### config.mk
export PLATFORM = sky130hd
export DESIGN_NAME = intersection_ctrl
export DESIGN_NICKNAME = d
export VERILOG_FILES = /design/src/rtl/intersection_pkg.sv /design/src/rtl/dwell_timer.sv /design/src/rtl/intersection_ctrl.sv
export SDC_FILE = /design/constraint.sdc
export NUM_CORES = 1
export LEC_CHECK = 0
export ABC_CLOCK_PERIOD_IN_PS = 2700
export CAP_MARGIN = 20
export CORE_UTILIZATION = 50
export DETAILED_ROUTE_END_ITERATION = 7
export PLACE_DENSITY = 0.87
export SETUP_SLACK_MARGIN = 0.2
export SYNTH_ARGS = -nofsm -noshare
export SYNTH_HDL_FRONTEND = slang
export SYNTH_SLANG_ARGS = --single-unit
### constraint.sdc
create_clock -name clk -period 2.7 [get_ports clk]
set_clock_uncertainty 0.1 [all_clocks]
set_input_delay 0.54 -clock clk [delete_from_list [all_inputs] [get_ports clk]]
set_output_delay 0.54 -clock clk [all_outputs]
set_load 0.05 [all_outputs]
### src/rtl/intersection_pkg.sv
// Shared definitions for the intersection phase sequencer.
//   state_t        : controller state codes, also driven out on the phase debug port
//   LT_R/LT_G/LT_Y : one-hot lamp codes, index 0 = red, 1 = green, 2 = yellow
//   DEF_*          : default dwell times and timer width
package intersection_pkg;

  typedef enum logic [2:0] {
    AR_M = 3'd0,  // all-red clearance before main green
    MG   = 3'd1,  // main green (rest state)
    MY   = 3'd2,  // main yellow
    AR_S = 3'd3,  // all-red clearance before side green
    SG   = 3'd4,  // side green
    SY   = 3'd5   // side yellow
  } state_t;

  localparam logic [0:2] LT_R = 3'b100;
  localparam logic [0:2] LT_G = 3'b010;
  localparam logic [0:2] LT_Y = 3'b001;

  localparam int DEF_GREEN_MIN = 8;
  localparam int DEF_SIDE_T    = 6;
  localparam int DEF_YELLOW_T  = 3;
  localparam int DEF_ALLRED_T  = 2;
  localparam int DEF_CNT_W     = 8;

endpackage

### src/rtl/dwell_timer.sv
// Dwell counter for the phase sequencer.
// Ports:
//   clk    in  rising-edge clock
//   rst    in  asynchronous active-high reset, count -> 0
//   clear  in  synchronous clear to 0 (wins over enable)
//   enable in  count up by one, holding at all-ones
//   count  out current count
module dwell_timer #(
  parameter int CNT_W = 8
) (
  input  logic             clk,
  input  logic             rst,
  input  logic             clear,
  input  logic             enable,
  output logic [CNT_W-1:0] count
);

  always_ff @(posedge clk or posedge rst) begin
    if (rst) begin
      count <= '0;
    end else if (clear) begin
      count <= '0;
    end else if (enable && (count != {CNT_W{1'b1}})) begin
      count <= count + 1'b1;
    end
  end

endmodule

### src/rtl/intersection_ctrl.sv
// Moore phase sequencer sharing one intersection between a main road and a
// side road. Main road rests in green; side-road (and optionally pedestrian)
// requests are latched and served after the minimum main-green dwell.
// Optional feature macro: PED_WALK_EN (pedestrian request/walk support).
// Ports:
//   clk        in   rising-edge clock
//   rst        in   asynchronous active-high reset
//   side_req   in   side-road sensor, sampled every cycle
//   ped_req    in   pedestrian button (ignored unless PED_WALK_EN)
//   main_light out  [0:2] main lamps, bit0=R bit1=G bit2=Y
//   side_light out  [0:2] side lamps, same encoding
//   ped_walk   out  walk indication, only ever high in SG
//   phase      out  current state code (debug)
module intersection_ctrl
  import intersection_pkg::*;
#(
  parameter int GREEN_MIN = DEF_GREEN_MIN,
  parameter int SIDE_T    = DEF_SIDE_T,
  parameter int YELLOW_T  = DEF_YELLOW_T,
  parameter int ALLRED_T  = DEF_ALLRED_T,
  parameter int CNT_W     = DEF_CNT_W
) (
  input  logic       clk,
  input  logic       rst,
  input  logic       side_req,
  input  logic       ped_req,
  output logic [0:2] main_light,
  output logic [0:2] side_light,
  output logic       ped_walk,
  output logic [2:0] phase
);

  // Timer value on the last cycle of each dwell.
  localparam logic [CNT_W-1:0] GREEN_LAST  = CNT_W'(GREEN_MIN - 1);
  localparam logic [CNT_W-1:0] SIDE_LAST   = CNT_W'(SIDE_T - 1);
  localparam logic [CNT_W-1:0] YELLOW_LAST = CNT_W'(YELLOW_T - 1);
  localparam logic [CNT_W-1:0] ALLRED_LAST = CNT_W'(ALLRED_T - 1);

  state_t           state;
  state_t           state_next;
  logic [CNT_W-1:0] timer;
  logic             timer_clear;
  logic             enter_sg;
  logic             side_pend;
  logic             ped_pend;

  // Timer restarts from 0 on every state change, so timer counts cycles
  // already spent in the current state.
  dwell_timer #(.CNT_W(CNT_W)) u_timer (
    .clk    (clk),
    .rst    (rst),
    .clear  (timer_clear),
    .enable (1'b1),
    .count  (timer)
  );

  always_ff @(posedge clk or posedge rst) begin
    if (rst) begin
      state <= AR_M;
    end else begin
      state <= state_next;
    end
  end

  always_comb begin
    state_next = state;
    case (state)
      AR_M: if (timer == ALLRED_LAST) state_next = MG;
      MG:   if ((timer >= GREEN_LAST) && (side_pend || ped_pend)) state_next = MY;
      MY:   if (timer == YELLOW_LAST) state_next = AR_S;
      AR_S: if (timer == ALLRED_LAST) state_next = SG;
      SG:   if (timer == SIDE_LAST)   state_next = SY;
      SY:   if (timer == YELLOW_LAST) state_next = AR_M;
      default: state_next = AR_M;  // codes 6/7 recover to a safe all-red
    endcase
  end

  assign timer_clear = (state_next != state);
  assign enter_sg    = (state != SG) && (state_next == SG);

  // Requests are served by the SG entry; a request in the entry cycle
  // itself is dropped (clear wins).
  always_ff @(posedge clk or posedge rst) begin
    if (rst) begin
      side_pend <= 1'b0;
    end else begin
      side_pend <= enter_sg ? 1'b0 : (side_pend | side_req);
    end
  end

`ifdef PED_WALK_EN
  // walk_q remembers whether this SG visit was earned by a pedestrian.
  logic walk_q;

  always_ff @(posedge clk or posedge rst) begin
    if (rst) begin
      ped_pend <= 1'b0;
      walk_q   <= 1'b0;
    end else begin
      ped_pend <= enter_sg ? 1'b0 : (ped_pend | ped_req);
      if (enter_sg) walk_q <= ped_pend;
    end
  end

  assign ped_walk = (state == SG) && walk_q;
`else
  logic unused_ped_req;

  assign unused_ped_req = ped_req;
  assign ped_pend       = 1'b0;
  assign ped_walk       = 1'b0;
`endif

  // Pure decode of the state register.
  always_comb begin
    main_light = LT_R;
    side_light = LT_R;
    case (state)
      MG:      main_light = LT_G;
      MY:      main_light = LT_Y;
      SG:      side_light = LT_G;
      SY:      side_light = LT_Y;
      default: ;
    endcase
  end

  assign phase = state;

endmodule

# == Yosys cells after proc, flatten, opt, wreduce, memory -nomap -nowiden ==
# Cells that the tools add are included.
# W data, S select, Z words.
# word_totals
reg_bits,12
in_bits,4
# classes
n_addsub,1
magnitude_cmp,1
eq_ne,12
muxes,12
bitwise,1
reduce_logical,4
# ops
operator,n
$mux W3,6
$pmux W3 S6,1
$mux W8,2
$pmux W3 S2,2
$eq A3 B3 Y1 const B,3
$add A8 B1 Y8 const B,1
$eq A8 B1 Y1 const B,1
$eq A8 B2 Y1 const B,1
$eq A8 B3 Y1 const B,1
$ge A8 B3 Y1 const B,1
$ne A8 B8 Y1 const B,1
$eq A3 B2 Y1 const B,2
$eq A3 B1 Y1 const B,1
$logic_not A3 Y1,1
$ne A3 B3 Y1,1
$ne A3 B3 Y1 const B,1
$logic_and A1 B1 Y1,2
$reduce_bool A2 Y1,1
$mux W1,1
$or A1 B1 Y1,1

# == Depth between registers and ports, before layout ==
# Gate-level depths: netlist of run 1.
# logic_depth
word_depth,7
mapped_depth,7
ltp_nobuf,7

# == By module ==
# Synthesis of run 1 repeated with hierarchy kept, for this count alone.
# hier_totals
cells_unflattened,105
area_unflattened_um2,958.4
# modules_own_cells
module,instances,cells_each,area_per_inst_um2
dwell_timer,1,49,504.2
intersection_ctrl,1,56,454.2

# == Worst setup path after synthesis of run 1 ==
# OpenSTA, ideal clock, no wires.
# synth_timing
kind,reg2out
start,register state[0] (netlist: phase[0])
end,output main_light[0] (netlist name)
t_arrival_ns,2.711
setup_slack_ns,-0.651
path_stages_with_launch,4
n_path_buf,0
path_cell_list,dfrtp_1 -> inv_1 -> nor3_1 -> nor2_1
# synth_between
elab_chain_cells,2
word_cells_on_any_way,3
# synth_lines
element,line,rtl
from (decl),intersection_ctrl.sv:39,state_t state;
from (signal assigned),intersection_ctrl.sv:61,state <= state_next;
$eq A3 B2 Y1 / $eq A3 B1 Y1 (equally long branches),intersection_ctrl.sv:118,case (state)
$pmux W3 S2 *,intersection_ctrl.sv:118,
to (decl),intersection_ctrl.sv:27,"output logic [0:2] main_light,"
# Every way passes the cells marked *; elsewhere a longest branch is shown, timed or not.

# == Final worst setup path of run 1 ==
# layout_timing
start,register state[0] (netlist: phase[0])
end,output main_light[1] (netlist name)
# Same word-level chain as after synthesis.

==> results of run 1 <==
==> path summary, 6_finish.rpt <==
path / to / start
min reg2reg: side_pend$_DFF_PP0_ / side_pend$_DFF_PP0_
max reg2reg: u_timer.count[2]$_DFFE_PP0P_ / u_timer.count[7]$_DFFE_PP0P_
max in group asynchronous: u_timer.count[1]$_DFFE_PP0P_ / rst
max: main_light[1] / phase[0]$_DFF_PP0_
min: side_pend$_DFF_PP0_ / side_pend$_DFF_PP0_
min in group asynchronous: side_pend$_DFF_PP0_ / rst
==> through the flow <==
stage | hold WS (ns) | total power [mW] | util
floorplan | 0.305 | 0.844 | -
global placement | 0.420 | 1.01 | 0.671
detailed placement | 0.437 | 1.03 | 0.671
CTS | 0.455 | 1.15 | 0.692
global route | 0.470 | 1.21 | 0.692
finish | 0.453 | 1.14 | 0.692
==> Yosys cell counts <==
cell      count  area [um2]
a22oi_1       1        7.51
a21oi_1       2        10.0
or2_2         1        6.26
o31a_1        1        8.76
nand3_1       6        30.0
nor2_1       17        63.8
nand2b_1      3        18.8
buf_4         1        7.51
a221o_1       1        10.0
or2b_1        1        7.51
o41ai_4       1        27.5
o22a_1        1        8.76
nor3_1        2        10.0
and4b_2       1        11.3
and4_1        1        8.76
xnor2_1       1        8.76
a21boi_2      1        11.3
o21bai_1      1        7.51
and2_1        1        6.26
inv_1         4        15.0
nor2b_2       1        8.76
ha_1          3        37.5
or4_1         1        7.51
dfrtp_1      12         300
nand2_1       5        18.8
or3_4         1        11.3
and3_1        2        12.5
conb_1        1        3.75
nor3_4        1        16.3
o21ai_0       5        25.0
o32ai_1       1        8.76
a211oi_1      1        7.51
mux2i_1       3        30.0
buf_2         1        5.00
nor4_1        2        12.5
==> routing by layer <==
layer,share of wire,track usage
met5,0,0
met4,0.025,0.116
met3,0.052,0.0435
met2,0.48,0.350
met1,0.45,0.251
==> cell families after synthesis <==
family                   Yosys count  synth area share
AND/OR/NAND/NOR                   46             0.316
flip-flops                        12             0.380
AO/OA/AOI/OAI                     16             0.168
buffers and inverters              6            0.0348
adder cells (fa/ha/maj)            3            0.0475
multiplexers                       3            0.0380
XOR/XNOR                           1            0.0111
other                              1           0.00474
==> area by class of cell <==
| cell class | instances | share of cell area |
|---|---|---|
| Clock buffer | 4 | 0.0379 |
| Sequential cell | 12 | 0.314 |
| Multi-Input combinational cell | 70 | 0.506 |
| Inverter | 4 | 0.0157 |
| Tap cell | 15 | 0.0196 |
| Timing Repair Buffer | 11 | 0.107 |
==> power breakdown <==
part | total (mW) | switching [mW] | internal [mW]
Clock | 0.146 | 0.0637 | 0.0822
Sequential | 0.311 | 0.0849 | 0.226
Combinational | 0.683 | 0.438 | 0.245
==> flip-flops by register name, indices dropped and copies added, names as in the netlist <==
register,cells
u_timer.count,8
side_pend,1
phase,3
==> timing repair <==
action | in CTS | in global routing
hold endpoints to repair | 0 | 0
setup endpoints to repair | 6 | 0
resized for setup | 6 | 0
==> impl_results.md, run 1 <==
* Status: finished clean
* Sequential fraction of the synthesis area at 0.380
* Io pins at 14
* Die Area at 1740 um2
* DR vias at 694
* Final count of hold timing violations at 0
* TritonCTS Sinks at 12
* CP required at 2.06 ns
* Fin area at 957 um2
* Leakage at 0.433 nW
* Final WS setup at 0.313 ns
* Levels on crit path at 3
* Max stage delay on crit path at 0.55 ns
* Slew Limit Fails at 0
* Crit path kind: reg -> out
* CTS Buffer Depth at 2
* Final Wtd Congestion at 0.798
* Hold Crit Depth at 1
* Flops & latches, synth at 12
* Cells after DPL at 112
* Largest net degree at the start of global routing at 13
* DPL Wire Length at 1170 um
* RSZ-0062 raised after global routing: false
* Share of cells above drive strength 1 at 0.158
* Chip width at 41.8 um
* Crit path buf inv count at 2
* Hold Path Class: reg -> reg
* Peak VDD IR at 0.000841 V
* Critical path endpoint category: output pin
* Pwr dens at 1190 nW/um2
* Post-CTS Setup Bufs at 0
* TritonCTS Buffers at 3
* Placed cell areas at 928 um2
* R2r setup slk at 0.56 ns
* Max Cap Violations at 0
* Max Fclk at 419 MHz
* Routed len/inst at 13.9 um
* Growth of design area from synthesis to finish at 21.0%
* R2r worst-path depth at 5
* 1st-iter DRT viols at 15
* Initial Util at 0.572
* Synthesized area at 791 um2
* Critical Path AT at 1.75 ns
* N_diodes at 0
* Worst-path clk slew at 0.08 ns
* Most common cell after layout, fill and taps aside: nor2_1
* TNS Setup at 0 ns
* Clk root buf: clkbuf_4
* Fin nets at 109
* Final antenna-violating net count at 0
* Hold Buf Count CTS at 0
* Std cell rows at 13
* Yosys warnings at 0
* Critical path cell sequence: inv_1 > nor3_4 > dlygate4sd2_1
* Core Region at 1380 um2
* Clk_lat worst skew at 0.28 ns
* Post-DR vias/cell at 5.98
* Drt drc at 0
* Worst Tran Pin Value at 0.529 ns
* Final Non-Filler Cells at 116
* Aggregate routed wire length at 1620 um
* Crit start category: register
* Multi-input combinational cell area at 484 um2
* Family with the most delay on the worst path: buffers and inverters
* Setup WS pre-CTS at 0.325 ns
* FF/Latch Area at 300 um2
* Syn Nets at 95
* CTS tree: yes
* Mapped Cells at 88
* Filler cell count at 113
* Crit share post-route at 0.884
* Max-slew headroom at 0.646
* CP max-delay cell: dlygate4sd2_1
* Min Clock Period, post-route at 2.39 ns
* Port Buf Inserts at 11
* First-pass GRT wire length at 2740 um
* Vias in the first global route at 638
* # setup viols final at 0
* Worst Path Max Fanout at 8
* GRT Resource Usage Total at 0.210
* Die Y at 41.8 um
* GRT overflow at 0
* Avg Inst Size Synth at 8.99 um2
* Initial antenna violation count at 0
* Most frequent cells in the layout: 14 x nor2_1, 12 x dfrtp_1, 6 x nand3_1, 6 x dlygate4sd2_1
* DR pass1 iterations at 4
* H-tree depth at 1
* Distinct cells, synth at 35
Power figures use the tool's default switching activity.
==> run 2: changes to the inputs <==
Settings changed: CAP_MARGIN 20 to default, CORE_UTILIZATION 50 to 40, GPL_TIMING_DRIVEN from default to 1, PLACE_DENSITY 0.87 to 0.74.
==> run 2 against run 1 <==
Effect of this change:
- clock power is 26% lower
- cell area increased by 0.65%
- largest power group unchanged
- global-route usage decreased by 2.7 points
- hold slack worse by 0.0047 ns
- critical path type unchanged
- fmax is 1.9% higher
- first-iteration DRC count down 33%
- sequential share of layout area decreased by 0.20 points
==> impl_results.md, run 2 (synthesized netlist as in run 1, its figures left out) <==
* Status: finished clean
* Post-DR vias/cell at 5.38
* Max reg flops at 8
* Critical path cell sequence: nand2b_2 > nor2_2 > dlygate4sd2_1
* H-tree depth at 1
* Die Y at 46.5 um
* Worst r2r dst: u_timer.count[6]$_DFFE_PP0P_
* Levels on crit path at 3
* # setup viols final at 0
* 1st-iter DRT viols at 10
* GRT overflow at 0
* Vias in the first global route at 586
* Leakage at 0.431 nW
* Chip width at 46.5 um
* Met2 Track Usage GR at 0.281
* Io pins at 14
* Largest net degree at the start of global routing at 13
* Hold_sp: side_pend$_DFF_PP0_
* Hold Path Class: reg -> reg
* Most frequent cells in the layout: 14 x nor2_1, 12 x dfrtp_1, 6 x nand3_1, 6 x dlygate4sd2_1
* Most common cell after layout, fill and taps aside: nor2_1
* Crit start category: register
* Initial antenna violation count at 0
* Core Region at 1780 um2
* Critical Path AT at 1.70 ns
* TritonCTS Sinks at 12
* TritonCTS Buffers at 3
* Routed len/inst at 13.2 um
* Biggest register: u_timer.count
* Final count of hold timing violations at 0
* Hold Buf Count CTS at 0
* Aggregate routed wire length at 1670 um
* Family with the most delay on the worst path: buffers and inverters
* Fin nets at 110
* R2r setup slk at 0.56 ns
* Met1 Use GR at 0.237
* Growth of design area from synthesis to finish at 21.8%
* Die Area at 2160 um2
* Std cell rows at 15
* Crit path kind: reg -> out
* CP max-delay cell: dlygate4sd2_1
* Worst Path Max Fanout at 8
* First-pass GRT wire length at 2660 um
* N_diodes at 0
* Final Wtd Congestion at 0.792
* CTS tree: yes
* Grt met3 use at 0.0588
* Filler cell count at 157
* Final Util at 0.540
* Max Cap Violations at 0
* Max-slew headroom at 0.645
* DR pass1 iterations at 4
* DR vias at 678
* Global routing's busiest layer: met2
* GRT Resource Usage Total at 0.183
* Multi-input combinational cell area at 484 um2
* Hold Crit Depth at 1
* DPL Wire Length at 1200 um
* Max Fclk at 427 MHz
* Initial Util at 0.444
* Min Clock Period, post-route at 2.34 ns
* Worst Tran Pin Value at 0.530 ns
* RSZ-0062 raised after global routing: false
* Pwr dens at 1160 nW/um2
* Clk root buf: clkbuf_4
* TNS Setup at 0 ns
* Worst-path clk slew at 0.08 ns
* Max stage delay on crit path at 0.53 ns
* Crit share post-route at 0.867
* CP required at 2.06 ns
* Clk_lat worst skew at 0.27 ns
* Port Buf Inserts at 11
* Slew Limit Fails at 0
* Drt drc at 0
* Critical path endpoint category: output pin
* Post-CTS Setup Bufs at 0
* Final antenna-violating net count at 0
* Hold worst-path end: side_pend$_DFF_PP0_
* Peak VDD IR at 0.000611 V
* Cts repair resizes at 6
* Crit path buf inv count at 1
* Share of cells above drive strength 1 at 0.158
* FF/Latch Area at 300 um2
* R2r worst-path depth at 5
* CTS Buffer Depth at 2
* Worst R2R Start: u_timer.count[7]$_DFFE_PP0P_
## run 2: stage by stage
| stage | total power [mW] | hold WS, ns | instances | worst slack [ns] | area, um2 |
|---|---|---|---|---|---|
| 2_1_floorplan | 0.844 | 0.305 | 88 | 0.176 | 812 |
| 3_3_place_gp | 1.02 | 0.422 | 123 | 0.392 | 948 |
| 3_5_place_dp | 1.04 | 0.432 | 123 | 0.372 | 948 |
| 4_1_cts | 1.13 | 0.449 | 126 | 0.345 | 963 |
| 5_1_grt | 1.19 | 0.474 | 126 | 0.275 | 963 |
| 6_report | 1.12 | 0.449 | 126 | 0.358 | 963 |
## run 2: final cells by class
type | count | share of cell area
multi-input cells | 70 | 0.503
flip-flops and latches | 12 | 0.312
repair buffers | 12 | 0.114
well taps | 25 | 0.0325
clock buffers | 3 | 0.0234
inverters | 4 | 0.0156
## run 2: layer usage
metal / share of wire / vias up / routed length [um]
li1: - / 338 / -
met1: 0.48 / 311 / 797
met2: 0.45 / 25 / 744
met3: 0.059 / 4 / 98
met4: 0.014 / 0 / 24
met5: 0 / - / 0
## run 2: power by group
part | switching (mW) | internal [mW]
registers | 0.0711 | 0.226
logic | 0.460 | 0.254
clock network | 0.0563 | 0.0516
## run 2: worst max path at each step
stage	from	endpoint	slack (ns)
5_1_grt	phase[2]$_DFF_PP0_	main_light[0]	0.28
6_report	phase[1]$_DFF_PP0_	side_light[2]	0.36
3_5_place_dp	phase[2]$_DFF_PP0_	main_light[0]	0.37
2_1_floorplan	phase[0]$_DFF_PP0_	main_light[0]	0.18
4_1_cts	phase[2]$_DFF_PP0_	main_light[0]	0.34
3_3_place_gp	phase[1]$_DFF_PP0_	side_light[2]	0.39
## run 2: worst register-to-register path: cells and delay by family (launching register included)
| kind | cells | cell delay [ns] |
|---|---|---|
| AND/OR/NAND/NOR | 3 | 0.80 |
| AO/OA/AOI/OAI | 2 | 0.70 |
| flip-flops | 1 | 0.41 |
